## config.mk

```make
export PLATFORM = sky130hd
export DESIGN_NAME = flash_fill_arbiter
export DESIGN_NICKNAME = d
export VERILOG_FILES = /design/src/rtl/flash_pkg.sv /design/src/rtl/rr_arbiter2.sv /design/src/rtl/flash_fill_arbiter.sv
export SDC_FILE = /design/constraint.sdc
export NUM_CORES = 1
export LEC_CHECK = 0
export ABC_CLOCK_PERIOD_IN_PS = 5300
export BUFFER_PORTS_ARGS = -buffer_cell sky130_fd_sc_hd__buf_2
export CAP_MARGIN = 30
export CELL_PAD_IN_SITES_DETAIL_PLACEMENT = 1
export CELL_PAD_IN_SITES_GLOBAL_PLACEMENT = 2
export CORE_ASPECT_RATIO = 2
export CORE_MARGIN = 10
export CORE_UTILIZATION = 30
export CTS_CLUSTER_DIAMETER = 120
export DETAILED_ROUTE_END_ITERATION = 6
export GPL_TIMING_DRIVEN = 1
export PLACE_DENSITY_LB_ADDON = 0.1
export SLEW_MARGIN = 20
export SYNTH_ARGS = -nofsm -noshare
export SYNTH_HDL_FRONTEND = slang
export SYNTH_HIERARCHICAL = 1
export SYNTH_SLANG_ARGS = --single-unit
```

## constraint.sdc

```tcl
create_clock -name CLK -period 5.3 [get_ports CLK]
set_input_delay 1.06 -clock CLK [delete_from_list [all_inputs] [get_ports CLK]]
set_output_delay 1.06 -clock CLK [all_outputs]
set_load 0.1 [all_outputs]
```

## src/rtl/flash_pkg.sv

```systemverilog
// Shared constants and types for the flash line-fill arbiter and its round-robin helper.
package flash_pkg;

  localparam logic [23:0] FLASH_BASE      = 24'h050000;
  localparam logic [19:0] CPU_ADDR_MAX    = 20'hAFFFF;
  localparam logic [7:0]  SPI_READ_OPCODE = 8'h03;

  typedef enum logic [2:0] {IDLE, CHECK, ISSUE, WAIT, RESP} fill_state_t;
  typedef enum logic {REQ_IC, REQ_DC} req_id_t;

  // True when the last byte of the line lies beyond the legal CPU window.
  function automatic logic line_out_of_range(input logic [19:0] base,
                                             input logic [20:0] line_bytes,
                                             input logic [19:0] addr_max);
    logic [20:0] last_byte;
    last_byte = {1'b0, base} + line_bytes - 21'd1;
    return last_byte > {1'b0, addr_max};
  endfunction

endpackage

```

## src/rtl/rr_arbiter2.sv

```systemverilog
// Two-requester round-robin arbiter; remembers the last grant and alternates on contention.
module rr_arbiter2
  import flash_pkg::*;
(
  input  logic    clk,
  input  logic    rst_n,
  input  logic    req_ic,
  input  logic    req_dc,
  input  logic    update,
  input  req_id_t update_id,
  output req_id_t grant_id,
  output logic    grant_any
);

  req_id_t last_q;
  req_id_t last_d;

  always_comb begin
    last_d = last_q;
    if (update) last_d = update_id;
  end

  // Reset to "dcache granted last" so the icache wins the first tie.
  always_ff @(posedge clk) begin
    if (!rst_n) last_q <= REQ_DC;
    else        last_q <= last_d;
  end

  always_comb begin
    grant_any = req_ic | req_dc;
    grant_id  = REQ_IC;
    if (req_ic && req_dc) grant_id = (last_q == REQ_IC) ? REQ_DC : REQ_IC;
    else if (req_dc)      grant_id = REQ_DC;
  end

endmodule

```

## src/rtl/flash_fill_arbiter.sv

```systemverilog
// Shares one SPI read engine between icache and dcache line fills; translates CPU to flash addresses.
// Handshake: *_req is a level held until the one-cycle *_ack; every other output is a one-cycle pulse.
module flash_fill_arbiter #(
  parameter int unsigned LINE_WORDS   = 4,
  parameter logic [23:0] FLASH_BASE   = flash_pkg::FLASH_BASE,
  parameter logic [19:0] CPU_ADDR_MAX = flash_pkg::CPU_ADDR_MAX
) (
  input  logic        CLK,
  input  logic        RST_N,
  input  logic        ic_req,
  input  logic [19:0] ic_addr,
  output logic        ic_ack,
  output logic        ic_valid,
  output logic [31:0] ic_data,
  output logic        ic_last,
  output logic        ic_err,
  input  logic        dc_req,
  input  logic [19:0] dc_addr,
  output logic        dc_ack,
  output logic        dc_valid,
  output logic [31:0] dc_data,
  output logic        dc_last,
  output logic        dc_err,
  output logic        spi_start,
  output logic [23:0] spi_addr,
  input  logic        spi_done,
  input  logic [31:0] spi_data
);
  import flash_pkg::*;

  localparam int unsigned       CNT_W      = (LINE_WORDS > 1) ? $clog2(LINE_WORDS) : 1;
  localparam logic [20:0]       LINE_BYTES = 21'(LINE_WORDS * 4);
  localparam logic [19:0]       LINE_MASK  = ~20'(LINE_WORDS * 4 - 1);
  localparam logic [CNT_W-1:0]  LAST_WORD  = CNT_W'(LINE_WORDS - 1);

  fill_state_t      state_q, state_d;
  req_id_t          win_q, win_d;
  logic [19:0]      base_q, base_d;
  logic [CNT_W-1:0] cnt_q, cnt_d;
  logic             ic_ack_q, ic_ack_d, ic_valid_q, ic_valid_d, ic_last_q, ic_last_d, ic_err_q, ic_err_d;
  logic             dc_ack_q, dc_ack_d, dc_valid_q, dc_valid_d, dc_last_q, dc_last_d, dc_err_q, dc_err_d;
  logic [31:0]      ic_data_q, ic_data_d, dc_data_q, dc_data_d;
  logic             spi_start_q, spi_start_d;
  logic [23:0]      spi_addr_q, spi_addr_d;

  req_id_t          grant_id;
  logic             grant_any;
  logic [19:0]      cand_base;
  logic             cand_oob;
  logic [CNT_W-1:0] cnt_nxt;

  rr_arbiter2 u_rr (
    .clk       (CLK),
    .rst_n     (RST_N),
    .req_ic    (ic_req),
    .req_dc    (dc_req),
    .update    (state_q == CHECK),
    .update_id (win_q),
    .grant_id  (grant_id),
    .grant_any (grant_any)
  );

  // Flash address of word cnt within the line; 20-bit sum, top nibble forced to zero.
  function automatic logic [23:0] fill_addr(input logic [19:0] base, input logic [CNT_W-1:0] cnt);
    logic [19:0] off;
    off = 20'(cnt) << 2;
    return {4'h0, base + off + FLASH_BASE[19:0]};
  endfunction

  assign cand_base = ((grant_id == REQ_IC) ? ic_addr : dc_addr) & LINE_MASK;
  assign cand_oob  = line_out_of_range(cand_base, LINE_BYTES, CPU_ADDR_MAX);
  assign cnt_nxt   = CNT_W'(cnt_q + 1'b1);

  // Outputs are registered on the transition into the state they belong to.
  always_comb begin
    state_d     = state_q;
    win_d       = win_q;
    base_d      = base_q;
    cnt_d       = cnt_q;
    ic_ack_d    = 1'b0;
    ic_valid_d  = 1'b0;
    ic_last_d   = 1'b0;
    ic_err_d    = 1'b0;
    dc_ack_d    = 1'b0;
    dc_valid_d  = 1'b0;
    dc_last_d   = 1'b0;
    dc_err_d    = 1'b0;
    ic_data_d   = ic_data_q;
    dc_data_d   = dc_data_q;
    spi_start_d = 1'b0;
    spi_addr_d  = spi_addr_q;
    case (state_q)
      IDLE: begin
        if (grant_any) begin
          win_d    = grant_id;
          base_d   = cand_base;
          state_d  = CHECK;
          ic_ack_d = (grant_id == REQ_IC);
          dc_ack_d = (grant_id == REQ_DC);
          ic_err_d = (grant_id == REQ_IC) && cand_oob;
          dc_err_d = (grant_id == REQ_DC) && cand_oob;
        end
      end
      CHECK: begin
        if (line_out_of_range(base_q, LINE_BYTES, CPU_ADDR_MAX)) begin
          state_d = IDLE;
        end else begin
          state_d     = ISSUE;
          spi_start_d = 1'b1;
          spi_addr_d  = fill_addr(base_q, '0);
        end
      end
      ISSUE: state_d = WAIT;
      WAIT: begin
        if (spi_done) begin
          state_d = RESP;
          if (win_q == REQ_IC) begin
            ic_data_d  = spi_data;
            ic_valid_d = 1'b1;
            ic_last_d  = (cnt_q == LAST_WORD);
          end else begin
            dc_data_d  = spi_data;
            dc_valid_d = 1'b1;
            dc_last_d  = (cnt_q == LAST_WORD);
          end
        end
      end
      RESP: begin
        if (cnt_q == LAST_WORD) begin
          cnt_d   = '0;
          state_d = IDLE;
        end else begin
          cnt_d       = cnt_nxt;
          state_d     = ISSUE;
          spi_start_d = 1'b1;
          spi_addr_d  = fill_addr(base_q, cnt_nxt);
        end
      end
      default: state_d = IDLE;
    endcase
  end

  always_ff @(posedge CLK) begin
    if (!RST_N) begin
      state_q     <= IDLE;
      win_q       <= REQ_IC;
      base_q      <= '0;
      cnt_q       <= '0;
      ic_ack_q    <= 1'b0;
      ic_valid_q  <= 1'b0;
      ic_last_q   <= 1'b0;
      ic_err_q    <= 1'b0;
      dc_ack_q    <= 1'b0;
      dc_valid_q  <= 1'b0;
      dc_last_q   <= 1'b0;
      dc_err_q    <= 1'b0;
      ic_data_q   <= '0;
      dc_data_q   <= '0;
      spi_start_q <= 1'b0;
      spi_addr_q  <= '0;
    end else begin
      state_q     <= state_d;
      win_q       <= win_d;
      base_q      <= base_d;
      cnt_q       <= cnt_d;
      ic_ack_q    <= ic_ack_d;
      ic_valid_q  <= ic_valid_d;
      ic_last_q   <= ic_last_d;
      ic_err_q    <= ic_err_d;
      dc_ack_q    <= dc_ack_d;
      dc_valid_q  <= dc_valid_d;
      dc_last_q   <= dc_last_d;
      dc_err_q    <= dc_err_d;
      ic_data_q   <= ic_data_d;
      dc_data_q   <= dc_data_d;
      spi_start_q <= spi_start_d;
      spi_addr_q  <= spi_addr_d;
    end
  end

  assign ic_ack    = ic_ack_q;
  assign ic_valid  = ic_valid_q;
  assign ic_data   = ic_data_q;
  assign ic_last   = ic_last_q;
  assign ic_err    = ic_err_q;
  assign dc_ack    = dc_ack_q;
  assign dc_valid  = dc_valid_q;
  assign dc_data   = dc_data_q;
  assign dc_last   = dc_last_q;
  assign dc_err    = dc_err_q;
  assign spi_start = spi_start_q;
  assign spi_addr  = spi_addr_q;

endmodule

```

==> flow_metrics.env <==
export IMPL_final_nets=743
export IMPL_finalCritPeriodShare_pct=45.8
export IMPL_crit_type="reg -> reg"
export IMPL_setup_worst_path_end_class="register"
export IMPL_cp_max_fo=18
export IMPL_postCtsHoldBufs=0
export IMPL_async_flop_share_pct=0
export IMPL_root_buffer="clkbuf_16"
export IMPL_synth_main_ff_cell="dfxtp_1"
export IMPL_yosysTopAreaCell="dfxtp_1"
export IMPL_hpwl_um=10800
export IMPL_hold_viol_final=0
export IMPL_clock_path_buffers=2
export IMPL_tightest_slew_ns=0.825
export IMPL_wl_um=14700
export IMPL_grt_total_usage_pct=14.2
export IMPL_worstPathArrival_ns=2.75
export IMPL_rr_endpoint="spi_addr[8]"
export IMPL_cp_start_kind="register"
export IMPL_globalplace_congestion=0.707
export IMPL_rrSetupSlack_ns=2.87
export IMPL_cts_tree="built"
export IMPL_vias_per_cell=4.63
export IMPL_status="completed"
export IMPL_portBuffers=159
export IMPL_r2r_start="base_q[19]"
export IMPL_fin_skew_ns=0.00997
export IMPL_fp_row_count=63
export IMPL_dr_total_vias=4036
export IMPL_first_iter_violations=55
export IMPL_relSlewSlack_pct=45.0
export IMPL_drc_errors=0
export IMPL_ys_ff_latch=114
export IMPL_worst_ep_required_time_ns=5.62
export IMPL_grt_max_degree=89
export IMPL_area_delta_synth_final_pct=34.2
export IMPL_clk_latency_ns=0.41
export IMPL_die_x_um=107
export IMPL_clkTransAtPathRegs_ns=0.06
export IMPL_rsz0062_at_grt="false"
export IMPL_start_util_pct=30.7
export IMPL_power_leakage_nw=2.77
export IMPL_critPathCapture="spi_addr[8]"
export IMPL_final_layout_size_suffix_gt1_share_pct=30.0
export IMPL_ant_nets=0
export IMPL_synth_top_cell_area_share_pct=49.9
export IMPL_nFillCells=1779
export IMPL_fin_crit_ns=2.43
export IMPL_drv_slew=0
export IMPL_finalSetupViolCount=0
export IMPL_synthDistinctLibCells=37
export IMPL_synthMostInstantiatedCell="nand2_1"
export IMPL_hold_class="reg -> reg"
export IMPL_slowest_delay_ns=0.60
export IMPL_postCtsSetupRepairBufs=0
export IMPL_grt_pass1_vias=4404
export IMPL_htree_levels=4
export IMPL_crit_chain="nand4_1 -> nor4_1 -> a221oi_4 -> nor2_4 -> mux2i_1"
export IMPL_dp_cells=838
export IMPL_synth_warnings=6
export IMPL_synth_cells=514
export IMPL_die_area_um2=20900
export IMPL_core_area_um2=14900
export IMPL_instances_no_fill=871
export IMPL_fmax_mhz=412
export IMPL_avgSynthCellArea_um2=8.89
export IMPL_cap_violations=0
export IMPL_grt_pass1_wl_um=23200
export IMPL_synth_edff_count=0
export IMPL_setup_worst_path_start="base_q[19]"
export IMPL_dr_pass1_iters=4
export IMPL_ys_top_cells_by_count="nand2_1 (185), dfxtp_1 (114), a21boi_0 (67), mux2i_1 (34), clkbuf_1 (33)"
export IMPL_fin_tns_setup_ns=0
export IMPL_vdd_ir_drop_max_uv=209
export IMPL_r2r_cells=5
export IMPL_antenna_found_initial=0
export IMPL_io_pins=174
export IMPL_grt_overflow=0
export IMPL_wire_per_inst_um=16.8
export IMPL_die_h_um=195
export IMPL_cts_sinks=114
export IMPL_crit_slowest_cell="nor4_1"
export IMPL_cts_buffers=17
export IMPL_ctsResizeCount=0
export IMPL_synth_area_leaders="dfxtp_1 (50%), nand2_1 (15%), a21boi_0 (11%)"
export IMPL_regArea_um2=2280
export IMPL_ys_seq_area_share_pct=49.9
export IMPL_antenna_diode_count=0
export IMPL_power_density_nw_per_um2=404
export IMPL_multi_input_area_um2=2110
export IMPL_syn_cell_area_um2=4570
worst max-delay path, delay by kind of cell, from the launching register on:
kind | cells | cell delay [ns]
muxes | 1 | 0.28
and+or+nand+nor | 3 | 1.43
DFF | 1 | 0.43
AOI/OAI and AO/OA | 1 | 0.18
state kept, by name (all words and copies together), names as in the netlist:
register and cells:
ic_ack 1, dc_err 1, spi_addr 18, cnt_q 2, state_q 3, win_q 1
ic_data 32, dc_ack 1, dc_last 1, spi_start 1, dc_valid 1, u_rr/last_q 1
ic_last 1, ic_valid 1, dc_data 32, ic_err 1, base_q 16
worst min-delay path by stage:
| stage | from | end | cells past startpoint |
|---|---|---|---|
| 3_5_place_dp | ic_data[11] | ic_data[11] | 2 |
| 4_1_cts | spi_addr[15] | spi_addr[15] | 2 |
| 3_3_place_gp | spi_addr[6] | spi_addr[6] | 2 |
| 5_1_grt | ic_data[17] | ic_data[17] | 2 |
| 6_report | spi_addr[15] | spi_addr[15] | 2 |
| 2_1_floorplan | u_rr/last_q | u_rr/last_q | 2 |
where the power goes:
part | internal, mW | switching [mW]
registers | 0.897 | 0.0304
clock network | 0.787 | 0.410
logic | 0.0971 | 0.253
total | 1.78 | 0.694
layer usage:
layer / up-vias / part of all wire, % / track usage (%)
met1: 1915 / 37 / 13.4
li1: 1991 / - / -
met4: 0 / 1.9 / 5.13
met3: 14 / 6.1 / 5.27
met2: 116 / 55 / 26.6
met5: - / 0 / 0
cell usage in the layout (no fill, tap or decap), types with 3 or more instances in the layout:
cell,n
a21boi_0,66
a21oi_1,4
and2_1,4
and3_1,3
buf_2,158
buf_4,8
bufinv_16,4
clkbuf_16,17
clkinv_2,3
clkinv_4,3
conb_1,6
dfxtp_1,114
ha_1,3
mux2i_1,34
nand2_1,185
nand2b_1,3
nand3_1,3
nor2_1,6
o211a_1,17
layout make-up:
cell class	instances	area share [%]
well taps	195	3.98
multi-input cells	361	34.5
flip-flops and latches	114	37.2
repair buffers	167	14.1
clock inverters	13	3.02
clock buffers	19	7.06
inverters	2	0.122
per-stage QoR:
stage | utilization [%] | hold WS (ns) | total power [mW] | cell area, um2 | worst slack [ns]
after CTS | 41.1 | 0.459 | 2.51 | 6120 | 2.78
after floorplan | - | 0.435 | 1.21 | 4590 | 2.91
after detailed placement | 36.9 | 0.455 | 1.30 | 5500 | 2.41
after global routing | 41.2 | 0.480 | 2.58 | 6130 | 2.70
after global placement | 36.9 | 0.441 | 1.29 | 5500 | 2.46
final | 41.2 | 0.455 | 2.47 | 6130 | 2.87
cells by family (layout without fill, tap and decap cells):
family | after synthesis | in the layout | synth area share [%]
and+or+nand+nor | 222 | 222 | 20.4
DFF | 114 | 114 | 49.9
AOI/OAI and AO/OA | 94 | 94 | 16.6
buffers and inverters | 44 | 201 | 4.35
muxes | 34 | 34 | 7.45
adders and majority gates | 3 | 3 | 0.822
xor gates and xnor gates | 2 | 2 | 0.383
other | 1 | 6 | 0.0821
No activity file was read; power rests on OpenSTA's default activity.
